## config.mk

```make
export PLATFORM = sky130hd
export DESIGN_NAME = nasti_mem_tester_flat
export DESIGN_NICKNAME = d
export VERILOG_FILES = /design/src/rtl/nasti_mem_tester_if.sv /design/src/rtl/nasti_mem_tester.sv /design/src/flat_wrapper.sv
export SDC_FILE = /design/constraint.sdc
export NUM_CORES = 1
export LEC_CHECK = 0
export CORE_AREA = 2 2 158 160
export DETAILED_ROUTE_END_ITERATION = 10
export DIE_AREA = 0 0 160 162
export MAX_ROUTING_LAYER = met4
export PLACE_DENSITY_LB_ADDON = 0.12
export SLEW_MARGIN = 5
export SYNTH_ARGS = -nofsm -noshare
export SYNTH_HDL_FRONTEND = slang
export SYNTH_SLANG_ARGS = --single-unit
```

## constraint.sdc

```tcl
create_clock -name clk -period 3.5 [get_ports clk]
set_input_delay 0.35 -clock clk [delete_from_list [all_inputs] [get_ports clk]]
set_output_delay 0.35 -clock clk [all_outputs]
set_load 0.02 [all_outputs]
```

## src/rtl/nasti_mem_tester_if.sv

```systemverilog
// nasti_channel: single NASTI (AXI4) channel bundle between one master and one slave.
interface nasti_channel #(
    parameter int ID_WIDTH   = 1,
    parameter int ADDR_WIDTH = 16,
    parameter int DATA_WIDTH = 128,
    parameter int USER_WIDTH = 1
);
    logic [ID_WIDTH-1:0]     aw_id;
    logic [ADDR_WIDTH-1:0]   aw_addr;
    logic [7:0]              aw_len;
    logic [2:0]              aw_size;
    logic [1:0]              aw_burst;
    logic                    aw_lock;
    logic [3:0]              aw_cache;
    logic [2:0]              aw_prot;
    logic [3:0]              aw_qos;
    logic [3:0]              aw_region;
    logic [USER_WIDTH-1:0]   aw_user;
    logic                    aw_valid;
    logic                    aw_ready;
    logic [DATA_WIDTH-1:0]   w_data;
    logic [DATA_WIDTH/8-1:0] w_strb;
    logic                    w_last;
    logic [USER_WIDTH-1:0]   w_user;
    logic                    w_valid;
    logic                    w_ready;
    logic [ID_WIDTH-1:0]     b_id;
    logic [1:0]              b_resp;
    logic [USER_WIDTH-1:0]   b_user;
    logic                    b_valid;
    logic                    b_ready;
    logic [ID_WIDTH-1:0]     ar_id;
    logic [ADDR_WIDTH-1:0]   ar_addr;
    logic [7:0]              ar_len;
    logic [2:0]              ar_size;
    logic [1:0]              ar_burst;
    logic                    ar_lock;
    logic [3:0]              ar_cache;
    logic [2:0]              ar_prot;
    logic [3:0]              ar_qos;
    logic [3:0]              ar_region;
    logic [USER_WIDTH-1:0]   ar_user;
    logic                    ar_valid;
    logic                    ar_ready;
    logic [ID_WIDTH-1:0]     r_id;
    logic [DATA_WIDTH-1:0]   r_data;
    logic [1:0]              r_resp;
    logic                    r_last;
    logic [USER_WIDTH-1:0]   r_user;
    logic                    r_valid;
    logic                    r_ready;

    modport master (
        output aw_id, aw_addr, aw_len, aw_size, aw_burst, aw_lock, aw_cache, aw_prot,
               aw_qos, aw_region, aw_user, aw_valid,
        input  aw_ready,
        output w_data, w_strb, w_last, w_user, w_valid,
        input  w_ready,
        input  b_id, b_resp, b_user, b_valid,
        output b_ready,
        output ar_id, ar_addr, ar_len, ar_size, ar_burst, ar_lock, ar_cache, ar_prot,
               ar_qos, ar_region, ar_user, ar_valid,
        input  ar_ready,
        input  r_id, r_data, r_resp, r_last, r_user, r_valid,
        output r_ready
    );

    modport slave (
        input  aw_id, aw_addr, aw_len, aw_size, aw_burst, aw_lock, aw_cache, aw_prot,
               aw_qos, aw_region, aw_user, aw_valid,
        output aw_ready,
        input  w_data, w_strb, w_last, w_user, w_valid,
        output w_ready,
        output b_id, b_resp, b_user, b_valid,
        input  b_ready,
        input  ar_id, ar_addr, ar_len, ar_size, ar_burst, ar_lock, ar_cache, ar_prot,
               ar_qos, ar_region, ar_user, ar_valid,
        output ar_ready,
        output r_id, r_data, r_resp, r_last, r_user, r_valid,
        input  r_ready
    );
endinterface

```

## src/rtl/nasti_mem_tester.sv

```systemverilog
// nasti_mem_tester: NASTI master BIST that writes address-derived bursts, reads them back and checks every beat.
module nasti_mem_tester #(
    parameter int              ID_WIDTH   = 1,
    parameter int              ADDR_WIDTH = 16,
    parameter int              DATA_WIDTH = 128,
    parameter int              USER_WIDTH = 1,
    parameter logic [ADDR_WIDTH-1:0] BASE_ADDR = '0,
    parameter int              NUM_BURSTS = 4,
    parameter int              BURST_LEN  = 8,
    parameter logic [31:0]     SEED       = 32'hA5A5_0000
) (
    input  logic        clk,
    input  logic        rstn,
    input  logic        start,
    output logic        busy,
    output logic        done,
    output logic        pass,
    output logic [15:0] err_count,
    output logic        resp_err,
    output logic        proto_err,
    nasti_channel.master nasti
);
    localparam int SIZE = $clog2(DATA_WIDTH / 8);
    localparam logic [ADDR_WIDTH-1:0] BURST_BYTES = ADDR_WIDTH'(BURST_LEN * (DATA_WIDTH / 8));
    localparam logic [15:0] LAST_BURST = 16'(NUM_BURSTS - 1);
    localparam logic [7:0]  LAST_BEAT  = 8'(BURST_LEN - 1);

    if (DATA_WIDTH % 32 != 0 || DATA_WIDTH > 256 || NUM_BURSTS < 1 || NUM_BURSTS > 65535 ||
        BURST_LEN < 1 || BURST_LEN > 256) begin : g_bad_params
        $error("nasti_mem_tester: illegal DATA_WIDTH, NUM_BURSTS or BURST_LEN");
    end

    typedef enum logic [2:0] {S_IDLE, S_AW, S_W, S_B, S_AR, S_R, S_DONE} state_t;

    state_t                  state, state_nx;
    logic                    aw_valid, w_valid, b_ready, ar_valid, r_ready;
    logic [7:0]              beat_cnt;
    logic [15:0]             burst_cnt;
    logic [ADDR_WIDTH-1:0]   burst_addr, beat_addr;
    logic [DATA_WIDTH-1:0]   pattern;
    logic                    aw_hs, w_hs, b_hs, ar_hs, r_hs, w_last, r_end, last_burst, start_acc;
    logic [15:0]             err_nx;
    logic                    resp_nx, proto_nx;

    assign aw_hs      = aw_valid & nasti.aw_ready;
    assign w_hs       = w_valid & nasti.w_ready;
    assign b_hs       = b_ready & nasti.b_valid;
    assign ar_hs      = ar_valid & nasti.ar_ready;
    assign r_hs       = r_ready & nasti.r_valid;
    assign w_last     = beat_cnt == LAST_BEAT;
    // an early r_last still closes the burst so the sequence cannot stall on a faulty slave
    assign r_end      = r_hs & (w_last | nasti.r_last);
    assign last_burst = burst_cnt == LAST_BURST;
    assign start_acc  = start & (state == S_IDLE || state == S_DONE);
    assign beat_addr  = burst_addr + (ADDR_WIDTH'(beat_cnt) << SIZE);
    assign pattern    = {(DATA_WIDTH / 32){32'(beat_addr) ^ SEED}};

    assign err_nx   = start_acc ? 16'd0 :
                      (r_hs && nasti.r_data != pattern && err_count != 16'hFFFF) ? err_count + 16'd1 : err_count;
    assign resp_nx  = !start_acc & (resp_err | (b_hs & (nasti.b_resp != 2'b00)) | (r_hs & (nasti.r_resp != 2'b00)));
    assign proto_nx = !start_acc & (proto_err |
                      (r_hs & ((nasti.r_last != w_last) | (nasti.r_id != {ID_WIDTH{1'b0}}))));

    always_comb begin
        state_nx = state;
        unique case (state)
            S_IDLE, S_DONE: state_nx = start ? S_AW : state;
            S_AW:           state_nx = aw_hs ? S_W : state;
            S_W:            state_nx = (w_hs && w_last) ? S_B : state;
            S_B:            state_nx = b_hs ? (last_burst ? S_AR : S_AW) : state;
            S_AR:           state_nx = ar_hs ? S_R : state;
            S_R:            state_nx = r_end ? (last_burst ? S_DONE : S_AR) : state;
            default:        state_nx = S_IDLE;
        endcase
    end

    always_ff @(posedge clk or negedge rstn) begin
        if (!rstn) state <= S_IDLE;
        else       state <= state_nx;
    end

    always_ff @(posedge clk or negedge rstn) begin
        if (!rstn) begin
            aw_valid   <= 1'b0;
            w_valid    <= 1'b0;
            b_ready    <= 1'b0;
            ar_valid   <= 1'b0;
            r_ready    <= 1'b0;
            busy       <= 1'b0;
            done       <= 1'b0;
            pass       <= 1'b0;
            err_count  <= 16'd0;
            resp_err   <= 1'b0;
            proto_err  <= 1'b0;
            beat_cnt   <= 8'd0;
            burst_cnt  <= 16'd0;
            burst_addr <= BASE_ADDR;
        end else begin
            aw_valid  <= state_nx == S_AW;
            w_valid   <= state_nx == S_W;
            b_ready   <= state_nx == S_B;
            ar_valid  <= state_nx == S_AR;
            r_ready   <= state_nx == S_R;
            busy      <= !(state_nx == S_IDLE || state_nx == S_DONE);
            done      <= state_nx == S_DONE;
            pass      <= state_nx == S_DONE && err_nx == 16'd0 && !resp_nx && !proto_nx;
            err_count <= err_nx;
            resp_err  <= resp_nx;
            proto_err <= proto_nx;
            if (w_hs || r_hs) beat_cnt <= ((w_hs && w_last) || r_end) ? 8'd0 : beat_cnt + 8'd1;
            if (b_hs || r_end) begin
                burst_cnt  <= last_burst ? 16'd0 : burst_cnt + 16'd1;
                burst_addr <= last_burst ? BASE_ADDR : burst_addr + BURST_BYTES;
            end
        end
    end

    assign nasti.aw_id     = {ID_WIDTH{1'b0}};
    assign nasti.aw_addr   = burst_addr;
    assign nasti.aw_len    = LAST_BEAT;
    assign nasti.aw_size   = 3'(SIZE);
    assign nasti.aw_burst  = 2'b01;
    assign nasti.aw_lock   = 1'b0;
    assign nasti.aw_cache  = 4'd0;
    assign nasti.aw_prot   = 3'd0;
    assign nasti.aw_qos    = 4'd0;
    assign nasti.aw_region = 4'd0;
    assign nasti.aw_user   = {USER_WIDTH{1'b0}};
    assign nasti.aw_valid  = aw_valid;
    assign nasti.w_data    = pattern;
    assign nasti.w_strb    = '1;
    assign nasti.w_last    = w_last;
    assign nasti.w_user    = {USER_WIDTH{1'b0}};
    assign nasti.w_valid   = w_valid;
    assign nasti.b_ready   = b_ready;
    assign nasti.ar_id     = {ID_WIDTH{1'b0}};
    assign nasti.ar_addr   = burst_addr;
    assign nasti.ar_len    = LAST_BEAT;
    assign nasti.ar_size   = 3'(SIZE);
    assign nasti.ar_burst  = 2'b01;
    assign nasti.ar_lock   = 1'b0;
    assign nasti.ar_cache  = 4'd0;
    assign nasti.ar_prot   = 3'd0;
    assign nasti.ar_qos    = 4'd0;
    assign nasti.ar_region = 4'd0;
    assign nasti.ar_user   = {USER_WIDTH{1'b0}};
    assign nasti.ar_valid  = ar_valid;
    assign nasti.r_ready   = r_ready;
endmodule

```

## src/flat_wrapper.sv

```systemverilog
// flat-port wrapper written by rule: the top's interface ports become plain ports
module nasti_mem_tester_flat 
#(
    parameter int              ID_WIDTH   = 1,
    parameter int              ADDR_WIDTH = 16,
    parameter int              DATA_WIDTH = 128,
    parameter int              USER_WIDTH = 1,
    parameter logic [ADDR_WIDTH-1:0] BASE_ADDR = '0,
    parameter int              NUM_BURSTS = 4,
    parameter int              BURST_LEN  = 8,
    parameter logic [31:0]     SEED       = 32'hA5A5_0000
)
  (clk, rstn, start, busy, done, pass, err_count, resp_err, proto_err, nasti_aw_id, nasti_aw_addr, nasti_aw_len, nasti_aw_size, nasti_aw_burst, nasti_aw_lock, nasti_aw_cache, nasti_aw_prot, nasti_aw_qos, nasti_aw_region, nasti_aw_user, nasti_aw_valid, nasti_aw_ready, nasti_w_data, nasti_w_strb, nasti_w_last, nasti_w_user, nasti_w_valid, nasti_w_ready, nasti_b_id, nasti_b_resp, nasti_b_user, nasti_b_valid, nasti_b_ready, nasti_ar_id, nasti_ar_addr, nasti_ar_len, nasti_ar_size, nasti_ar_burst, nasti_ar_lock, nasti_ar_cache, nasti_ar_prot, nasti_ar_qos, nasti_ar_region, nasti_ar_user, nasti_ar_valid, nasti_ar_ready, nasti_r_id, nasti_r_data, nasti_r_resp, nasti_r_last, nasti_r_user, nasti_r_valid, nasti_r_ready);
  nasti_channel #(.ID_WIDTH(ID_WIDTH), .ADDR_WIDTH(ADDR_WIDTH), .DATA_WIDTH(DATA_WIDTH), .USER_WIDTH(USER_WIDTH)) nasti_i ();
  input  logic clk;
  input  logic rstn;
  input  logic start;
  output logic busy;
  output logic done;
  output logic pass;
  output logic [15:0] err_count;
  output logic resp_err;
  output logic proto_err;
  output wire logic [$bits(nasti_i.aw_id)-1:0] nasti_aw_id;
  output wire logic [$bits(nasti_i.aw_addr)-1:0] nasti_aw_addr;
  output wire logic [$bits(nasti_i.aw_len)-1:0] nasti_aw_len;
  output wire logic [$bits(nasti_i.aw_size)-1:0] nasti_aw_size;
  output wire logic [$bits(nasti_i.aw_burst)-1:0] nasti_aw_burst;
  output wire logic [$bits(nasti_i.aw_lock)-1:0] nasti_aw_lock;
  output wire logic [$bits(nasti_i.aw_cache)-1:0] nasti_aw_cache;
  output wire logic [$bits(nasti_i.aw_prot)-1:0] nasti_aw_prot;
  output wire logic [$bits(nasti_i.aw_qos)-1:0] nasti_aw_qos;
  output wire logic [$bits(nasti_i.aw_region)-1:0] nasti_aw_region;
  output wire logic [$bits(nasti_i.aw_user)-1:0] nasti_aw_user;
  output wire logic [$bits(nasti_i.aw_valid)-1:0] nasti_aw_valid;
  input wire logic [$bits(nasti_i.aw_ready)-1:0] nasti_aw_ready;
  output wire logic [$bits(nasti_i.w_data)-1:0] nasti_w_data;
  output wire logic [$bits(nasti_i.w_strb)-1:0] nasti_w_strb;
  output wire logic [$bits(nasti_i.w_last)-1:0] nasti_w_last;
  output wire logic [$bits(nasti_i.w_user)-1:0] nasti_w_user;
  output wire logic [$bits(nasti_i.w_valid)-1:0] nasti_w_valid;
  input wire logic [$bits(nasti_i.w_ready)-1:0] nasti_w_ready;
  input wire logic [$bits(nasti_i.b_id)-1:0] nasti_b_id;
  input wire logic [$bits(nasti_i.b_resp)-1:0] nasti_b_resp;
  input wire logic [$bits(nasti_i.b_user)-1:0] nasti_b_user;
  input wire logic [$bits(nasti_i.b_valid)-1:0] nasti_b_valid;
  output wire logic [$bits(nasti_i.b_ready)-1:0] nasti_b_ready;
  output wire logic [$bits(nasti_i.ar_id)-1:0] nasti_ar_id;
  output wire logic [$bits(nasti_i.ar_addr)-1:0] nasti_ar_addr;
  output wire logic [$bits(nasti_i.ar_len)-1:0] nasti_ar_len;
  output wire logic [$bits(nasti_i.ar_size)-1:0] nasti_ar_size;
  output wire logic [$bits(nasti_i.ar_burst)-1:0] nasti_ar_burst;
  output wire logic [$bits(nasti_i.ar_lock)-1:0] nasti_ar_lock;
  output wire logic [$bits(nasti_i.ar_cache)-1:0] nasti_ar_cache;
  output wire logic [$bits(nasti_i.ar_prot)-1:0] nasti_ar_prot;
  output wire logic [$bits(nasti_i.ar_qos)-1:0] nasti_ar_qos;
  output wire logic [$bits(nasti_i.ar_region)-1:0] nasti_ar_region;
  output wire logic [$bits(nasti_i.ar_user)-1:0] nasti_ar_user;
  output wire logic [$bits(nasti_i.ar_valid)-1:0] nasti_ar_valid;
  input wire logic [$bits(nasti_i.ar_ready)-1:0] nasti_ar_ready;
  input wire logic [$bits(nasti_i.r_id)-1:0] nasti_r_id;
  input wire logic [$bits(nasti_i.r_data)-1:0] nasti_r_data;
  input wire logic [$bits(nasti_i.r_resp)-1:0] nasti_r_resp;
  input wire logic [$bits(nasti_i.r_last)-1:0] nasti_r_last;
  input wire logic [$bits(nasti_i.r_user)-1:0] nasti_r_user;
  input wire logic [$bits(nasti_i.r_valid)-1:0] nasti_r_valid;
  output wire logic [$bits(nasti_i.r_ready)-1:0] nasti_r_ready;
  assign nasti_aw_id = nasti_i.aw_id;
  assign nasti_aw_addr = nasti_i.aw_addr;
  assign nasti_aw_len = nasti_i.aw_len;
  assign nasti_aw_size = nasti_i.aw_size;
  assign nasti_aw_burst = nasti_i.aw_burst;
  assign nasti_aw_lock = nasti_i.aw_lock;
  assign nasti_aw_cache = nasti_i.aw_cache;
  assign nasti_aw_prot = nasti_i.aw_prot;
  assign nasti_aw_qos = nasti_i.aw_qos;
  assign nasti_aw_region = nasti_i.aw_region;
  assign nasti_aw_user = nasti_i.aw_user;
  assign nasti_aw_valid = nasti_i.aw_valid;
  assign nasti_i.aw_ready = nasti_aw_ready;
  assign nasti_w_data = nasti_i.w_data;
  assign nasti_w_strb = nasti_i.w_strb;
  assign nasti_w_last = nasti_i.w_last;
  assign nasti_w_user = nasti_i.w_user;
  assign nasti_w_valid = nasti_i.w_valid;
  assign nasti_i.w_ready = nasti_w_ready;
  assign nasti_i.b_id = nasti_b_id;
  assign nasti_i.b_resp = nasti_b_resp;
  assign nasti_i.b_user = nasti_b_user;
  assign nasti_i.b_valid = nasti_b_valid;
  assign nasti_b_ready = nasti_i.b_ready;
  assign nasti_ar_id = nasti_i.ar_id;
  assign nasti_ar_addr = nasti_i.ar_addr;
  assign nasti_ar_len = nasti_i.ar_len;
  assign nasti_ar_size = nasti_i.ar_size;
  assign nasti_ar_burst = nasti_i.ar_burst;
  assign nasti_ar_lock = nasti_i.ar_lock;
  assign nasti_ar_cache = nasti_i.ar_cache;
  assign nasti_ar_prot = nasti_i.ar_prot;
  assign nasti_ar_qos = nasti_i.ar_qos;
  assign nasti_ar_region = nasti_i.ar_region;
  assign nasti_ar_user = nasti_i.ar_user;
  assign nasti_ar_valid = nasti_i.ar_valid;
  assign nasti_i.ar_ready = nasti_ar_ready;
  assign nasti_i.r_id = nasti_r_id;
  assign nasti_i.r_data = nasti_r_data;
  assign nasti_i.r_resp = nasti_r_resp;
  assign nasti_i.r_last = nasti_r_last;
  assign nasti_i.r_user = nasti_r_user;
  assign nasti_i.r_valid = nasti_r_valid;
  assign nasti_r_ready = nasti_i.r_ready;
  nasti_mem_tester #(.ID_WIDTH(ID_WIDTH), .ADDR_WIDTH(ADDR_WIDTH), .DATA_WIDTH(DATA_WIDTH), .USER_WIDTH(USER_WIDTH), .BASE_ADDR(BASE_ADDR), .NUM_BURSTS(NUM_BURSTS), .BURST_LEN(BURST_LEN), .SEED(SEED)) u_core (.clk(clk), .rstn(rstn), .start(start), .busy(busy), .done(done), .pass(pass), .err_count(err_count), .resp_err(resp_err), .proto_err(proto_err), .nasti(nasti_i));
endmodule
```

# Word-level counts from Yosys, hierarchy flattened
# Cells that the tools add are included.
[op_classes] bitwise=17 mux=14 eq_ne=17 add_sub_neg=5 n_reduce_logical=21
[ops] op="$ne 128x128->1" n=1
[ops] op="$mux 16" n=4
[ops] op="$add 16x1->16 const B" n=2
[ops] op="$mux 3" n=7
[ops] op="$eq 3x3->1 const B" n=6
[ops] op="$pmux 3 s6" n=1
[ops] op="$add 16x12->16" n=1
[ops] op="$add 16x8->16 const B" n=1
[ops] op="$eq 16x2->1 const B" n=1
[ops] op="$logic_not 16->1" n=1
[ops] op="$ne 16x16->1 const B" n=1
[ops] op="$and 1x1->1" n=12
[ops] op="$eq 3x2->1 const B" n=4
[ops] op="$add 8x1->8 const B" n=1
[ops] op="$eq 8x3->1 const B" n=1
[ops] op="$mux 8" n=1
[ops] op="$eq 3x1->1 const B" n=2
[ops] op="$logic_and 1x1->1" n=6
[ops] op="$logic_not 3->1" n=2
[ops] op="$logic_or 1x1->1" n=5
[ops] op="$or 1x1->1" n=5
[ops] op="$logic_not 1->1" n=4
[ops] op="$reduce_bool 2->1" n=2
[ops] op="$mux 2" n=1
[ops] op="other kinds (2)" n=2
[totals] regBits=69 output_inout_bits=266 elab_cells=89 inputBits=145

# Longest topological paths before layout
[logic_depth] depth_word=10 ltp_mapped=12 mapped_depth_nobuf=12

# Least setup slack after synthesis
# Ideal clock, no wire load.
[synth_path] kind="register to register" startpoint="register u_core.burst_addr[8], in the netlist u_core.nasti.ar_addr[8]" endpoint="register u_core.pass" arrival_time_ps=3778 setup_slack_ps=-373 path_stages_with_launch=13 required_time_ps=3404 path_cell_list="dfrtp_1 ha_1 xor2_1 mux2i_1 or4_1 nor3_1 o2111ai_1 or4_4 buf_6 a311o_1 nand3_1 o2111ai_1 nor4_2"
[synth_between] elab_chain_len=10
[synth_lines] element="start, declared" line="nasti_mem_tester.sv:39" rtl="logic [ADDR_WIDTH-1:0] burst_addr, beat_addr;"
[synth_lines] element="start signal, assigned" line="nasti_mem_tester.sv:113" rtl="burst_addr <= last_burst ? BASE_ADDR : burst_addr + BURST_BYTES;"
[synth_lines] element="$add 16x12->16" line="nasti_mem_tester.sv:55" rtl="assign beat_addr = burst_addr + (ADDR_WIDTH'(beat_cnt) << SIZE);"
[synth_lines] element="net nasti_w_data[8]" line="flat_wrapper.sv:37" rtl="output wire logic [$bits(nasti_i.w_data)-1:0] nasti_w_data;"
[synth_lines] element="$ne 128x128->1" line="nasti_mem_tester.sv:59" rtl="(r_hs && nasti.r_data != pattern && err_count != 16'hFFFF) ? err_count + 16'd1 : err_count;"
[synth_lines] element="$logic_and 1x1->1 (2 in series)" line="nasti_mem_tester.sv:59"
[synth_lines] element="$mux 16" line="nasti_mem_tester.sv:59"
[synth_lines] element="$mux 16" line="nasti_mem_tester.sv:58" rtl="assign err_nx = start_acc ? 16'd0 :"
[synth_lines] element="$logic_not 16->1" line="nasti_mem_tester.sv:106" rtl="pass <= state_nx == S_DONE && err_nx == 16'd0 && !resp_nx && !proto_nx;"
[synth_lines] element="$logic_and 1x1->1 (3 in series)" line="nasti_mem_tester.sv:106"
[synth_lines] element="end signal, assigned" line="nasti_mem_tester.sv:106"
[synth_lines] element="end, declared" line="nasti_mem_tester.sv:17" rtl="output logic pass,"
# The timed path passes the listed nets, and every way through them passes these cells.
# A chain may end at the register's enable or synchronous reset.

# Final worst setup path
[layout_path] startpoint="register u_core.beat_cnt[4]" endpoint="register u_core.pass"
[layout_between] elab_chain_len=10 word_cells_on_any_way=24 cone_classes="add/sub: 1; eq/ne: 4; mux: 5; bitwise: 6; reduce/logical: 8"
[layout_lines] element="start, declared" line="nasti_mem_tester.sv:37" rtl="logic [7:0] beat_cnt;"
[layout_lines] element="start signal, assigned" line="nasti_mem_tester.sv:110" rtl="if (w_hs || r_hs) beat_cnt <= ((w_hs && w_last) || r_end) ? 8'd0 : beat_cnt + 8'd1;"
[layout_lines] element="$add 16x12->16" line="nasti_mem_tester.sv:55"
[layout_lines] element="$ne 128x128->1" line="nasti_mem_tester.sv:59"
[layout_lines] element="$logic_and 1x1->1 (2 in series)" line="nasti_mem_tester.sv:59"
[layout_lines] element="$mux 16" line="nasti_mem_tester.sv:59"
[layout_lines] element="$mux 16" line="nasti_mem_tester.sv:58"
[layout_lines] element="$logic_not 16->1" line="nasti_mem_tester.sv:106"
[layout_lines] element="$logic_and 1x1->1 (2 in series)" line="nasti_mem_tester.sv:106"
[layout_lines] element="$logic_and 1x1->1 *" line="nasti_mem_tester.sv:106"
# Mark *: on every way between the ends. The rest lies on a longest branch, timed or not.

==> flow_summary.toml <==
[logic_synthesis]
synth.avg_cell_area_um2 = 8.36
ys.flop_type = "dfrtp_1"
synth_top_area_share_pct = 28.9
synth.yosys.warnings = 0
netlist_instances = 683
synth_cell_type_count = 60
yosysSeqAreaShare_pct = 27.2
netlist_top_cells_area = "buf_4 (29%), dfrtp_1 (27%), nand2_1 (3.5%), xor2_1 (2.9%), nor2_1 (2.6%)"
synth_area_leader_cell = "buf_4"
postSynth.asyncResetShare_pct = 100
synth_edf_count = 0
syn_area_mm2 = 0.00571
synth-seq-cells = 62

[clocking]
clockBufferDepth = 2
ctsHtreeMaxLevel = 3
clk_latency_ns = 0.34
path_clk_slew_ns = 0.06
cts_tree = "done"
cts_made_buffers = 9
cts_root_buf = "clkbuf_16"
clock-sinks = 62

[critical_path]
startpoint_type = "flip-flop"
rr_endpoint = "u_core.pass"
critPathCaptureType = "flip-flop"
worst-setup-path-type = "flip-flop to flip-flop"
rr_worst_depth = 12
critPathArrivalTime_ns = 3.77
critPathRequiredTime_ns = 3.74
cp_max_fo = 4
reg2reg_slack_ns = -0.03
r2r-start = "u_core.beat_cnt[4]"

[timing]
setup_ws_ns = -0.0300
slew-limit-headroom_pct = 53.4
finalCritPeriodShare_pct = 101
fmax_mhz = 283
setup_viol = 1
fin_skew_ns = 0.00982
hold_ws_ns = 0.0103
finalHoldViolCount = 0
slew_viol_final = 0
tightest_slew_ns = 0.696
rsz0062_at_grt = "true"
period_needed_ns = 3.53

[cells_and_area]
drive_gt1_share_pct = 11.7
syn2layout_area_growth_pct = 46.0
fin_cells = 1252
final_nets = 1078
fillers = 2551
postLayoutCellArea_mm2 = 0.00834
diodes = 0

[outcome]
outcome = "finished, violations left"
violations = "negative setup slack"

[power]
seqPwrFrac_pct = 23.8
clkPwrFrac_pct = 26.8
p_sw_share_pct = 38.8
p_sw_w = 0.00151
internal-power_w = 0.00239
peakVddDrop_v = 0.000432
leakagePower_nw = 3.67
comb_power_share_pct = 49.4
p_per_area_mw_per_mm2 = 468

[floorplanning]
io_pins = 411
core_mm2 = 0.0241
die_w_um = 160
die-area_mm2 = 0.0259
rows = 57
die_y_um = 162
initial_core_util_pct = 23.7

[place]
placed_cells = 1230
dpl_cell_area_mm2 = 0.00780
place_hpwl_um = 15400
portBuffers = 234
gp_congestion = 0.774

[global_route]
antenna_found_initial = 0
grt_pass1_vias = 4644
grt_start_max_net_pins = 24
grt.overflow.total = 0
grt_pass1_wl_um = 27800
grtUsageTotal_pct = 14.4

[drt]
drtAntennaViolNets = 0
dr.first_iter.drc_count = 144
drc = 0
vias_per_cell = 4.05
drt-pass1-iter-count = 4
wl_um = 18900
avgRoutedWirePerCell_um = 15.1
via_count = 5070

[min_path]
hold_path_class = "input pin to async pin"

[flow_run]
drv_cap = 0
[worst max path at each step]
stage	start	end	cells after the start
after CTS	u_core.beat_cnt[4]	u_core.pass	12
after detailed placement	nasti_r_data[8]	u_core.pass	11
after global routing	u_core.beat_cnt[4]	u_core.pass	14
after floorplan	u_core.nasti.ar_addr[8]	u_core.pass	12
final	u_core.beat_cnt[4]	u_core.pass	12
after global placement	nasti_r_data[8]	u_core.pass	11
[sequential cells by signal, indices dropped and copies added (netlist names)]
register and flops:
u_core.err_count 16, u_core.beat_cnt 8, u_core.resp_err 1, u_core.burst_cnt 16
u_core.busy 1, u_core.nasti.w_valid 1, u_core.done 1, u_core.nasti.ar_addr 9
u_core.nasti.aw_valid 1, u_core.nasti.r_ready 1, u_core.state 3, u_core.proto_err 1
u_core.pass 1, u_core.nasti.b_ready 1, u_core.nasti.ar_valid 1
[repair_timing]
| action | in CTS | in global routing |
|---|---|---|
| endpoints found under the setup margin | 15 | 5 |
| gates resized for setup | 20 | 7 |
| setup buffers | 5 | 0 |
| gates cloned | 1 | 0 |
| hold buffers | 0 | 0 |
| pin swaps | 8 | 1 |
[per-stage QoR]
stage                     worst slack [ns]  util [%]  total power [W]  setup TNS [ns]
after floorplan                    0.00546         -          0.00220               0
after global placement              -0.435      32.4          0.00283           -3.11
after detailed placement            -0.530      32.4          0.00282           -3.61
after CTS                          -0.0547      34.5          0.00393         -0.0547
after global routing                -0.166      34.6          0.00411          -0.182
final                              -0.0300      34.6          0.00390         -0.0300
[worst max-delay path, cell delays in order, from the launching register on]
cell,delay [ns]
dfrtp_1,0.42
ha_4,0.29
xor2_4,0.21
mux2i_4,0.22
or4_4,0.46
nor3_4,0.22
o2111ai_4,0.16
or4_4,0.51
buf_6,0.16
mux2i_1,0.16
and3_1,0.21
o2111ai_2,0.13
nor4_4,0.28
[metal layers]
metal / wire length (µm) / share of wire [%] / track usage (%)
met4: 159 / 0.84 / 2.50
met1: 8720 / 46 / 18.9
met5: 0 / 0 / -
met3: 1110 / 5.9 / 3.04
met2: 8880 / 47 / 23.1
[cell usage in the layout, fill, tap and decap left out, drive strengths merged, types with 19 or more instances in the layout]
master,Yosys,layout
o21ai,33,33
buf,222,57
dfrtp,62,62
nand3,21,21
nand4,23,23
xor2,19,19
conb,2,173
nor2,40,40
nand2,54,54
clkdlybuf4s50,0,233
[power by group through the flow]
stage          Sequential [W]  Combinational (W)  Clock, W
2_1_floorplan        0.000993            0.00121         0
3_3_place_gp         0.000937            0.00189         0
3_5_place_dp         0.000934            0.00189         0
4_1_cts              0.000928            0.00194   0.00106
5_1_grt              0.000946            0.00207   0.00110
6_report             0.000927            0.00193   0.00105
[Yosys cell counts, drive strengths merged (5+ instances only)]
cell,instances
inv,10
or4,9
nor3,14
clkbuf,10
and3,16
nor4bb,12
nor2,40
ha,10
mux2i,12
and2,5
nor4b,8
nand4,23
and4,8
xnor2,17
nor4,11
buf,222
xor2,19
nand3,21
o21ai,33
a21oi,15
dfrtp,62
nand2,54
[logic make-up after synthesis]
logic type / Yosys count / share of synthesized area, %
mux: 13 / 2.30
fa+ha+maj: 10 / 2.19
simple gates: 241 / 23.9
compound gates: 76 / 8.06
buf+inv: 243 / 30.8
flops: 62 / 27.2
xor+xnor: 36 / 5.52
other cells: 2 / 0.131
[cell type report]
type | count | area (µm²) | share of cell area (%)
Multi-Input combinational cell | 550 | 3240 | 38.8
Timing Repair Buffer | 290 | 2770 | 33.2
Sequential cell | 62 | 1550 | 18.6
Tap cell | 324 | 405 | 4.86
Clock buffer | 10 | 229 | 2.75
Clock inverter | 6 | 111 | 1.34
Inverter | 10 | 37.5 | 0.450
No activity file was read; power rests on OpenSTA's default activity.
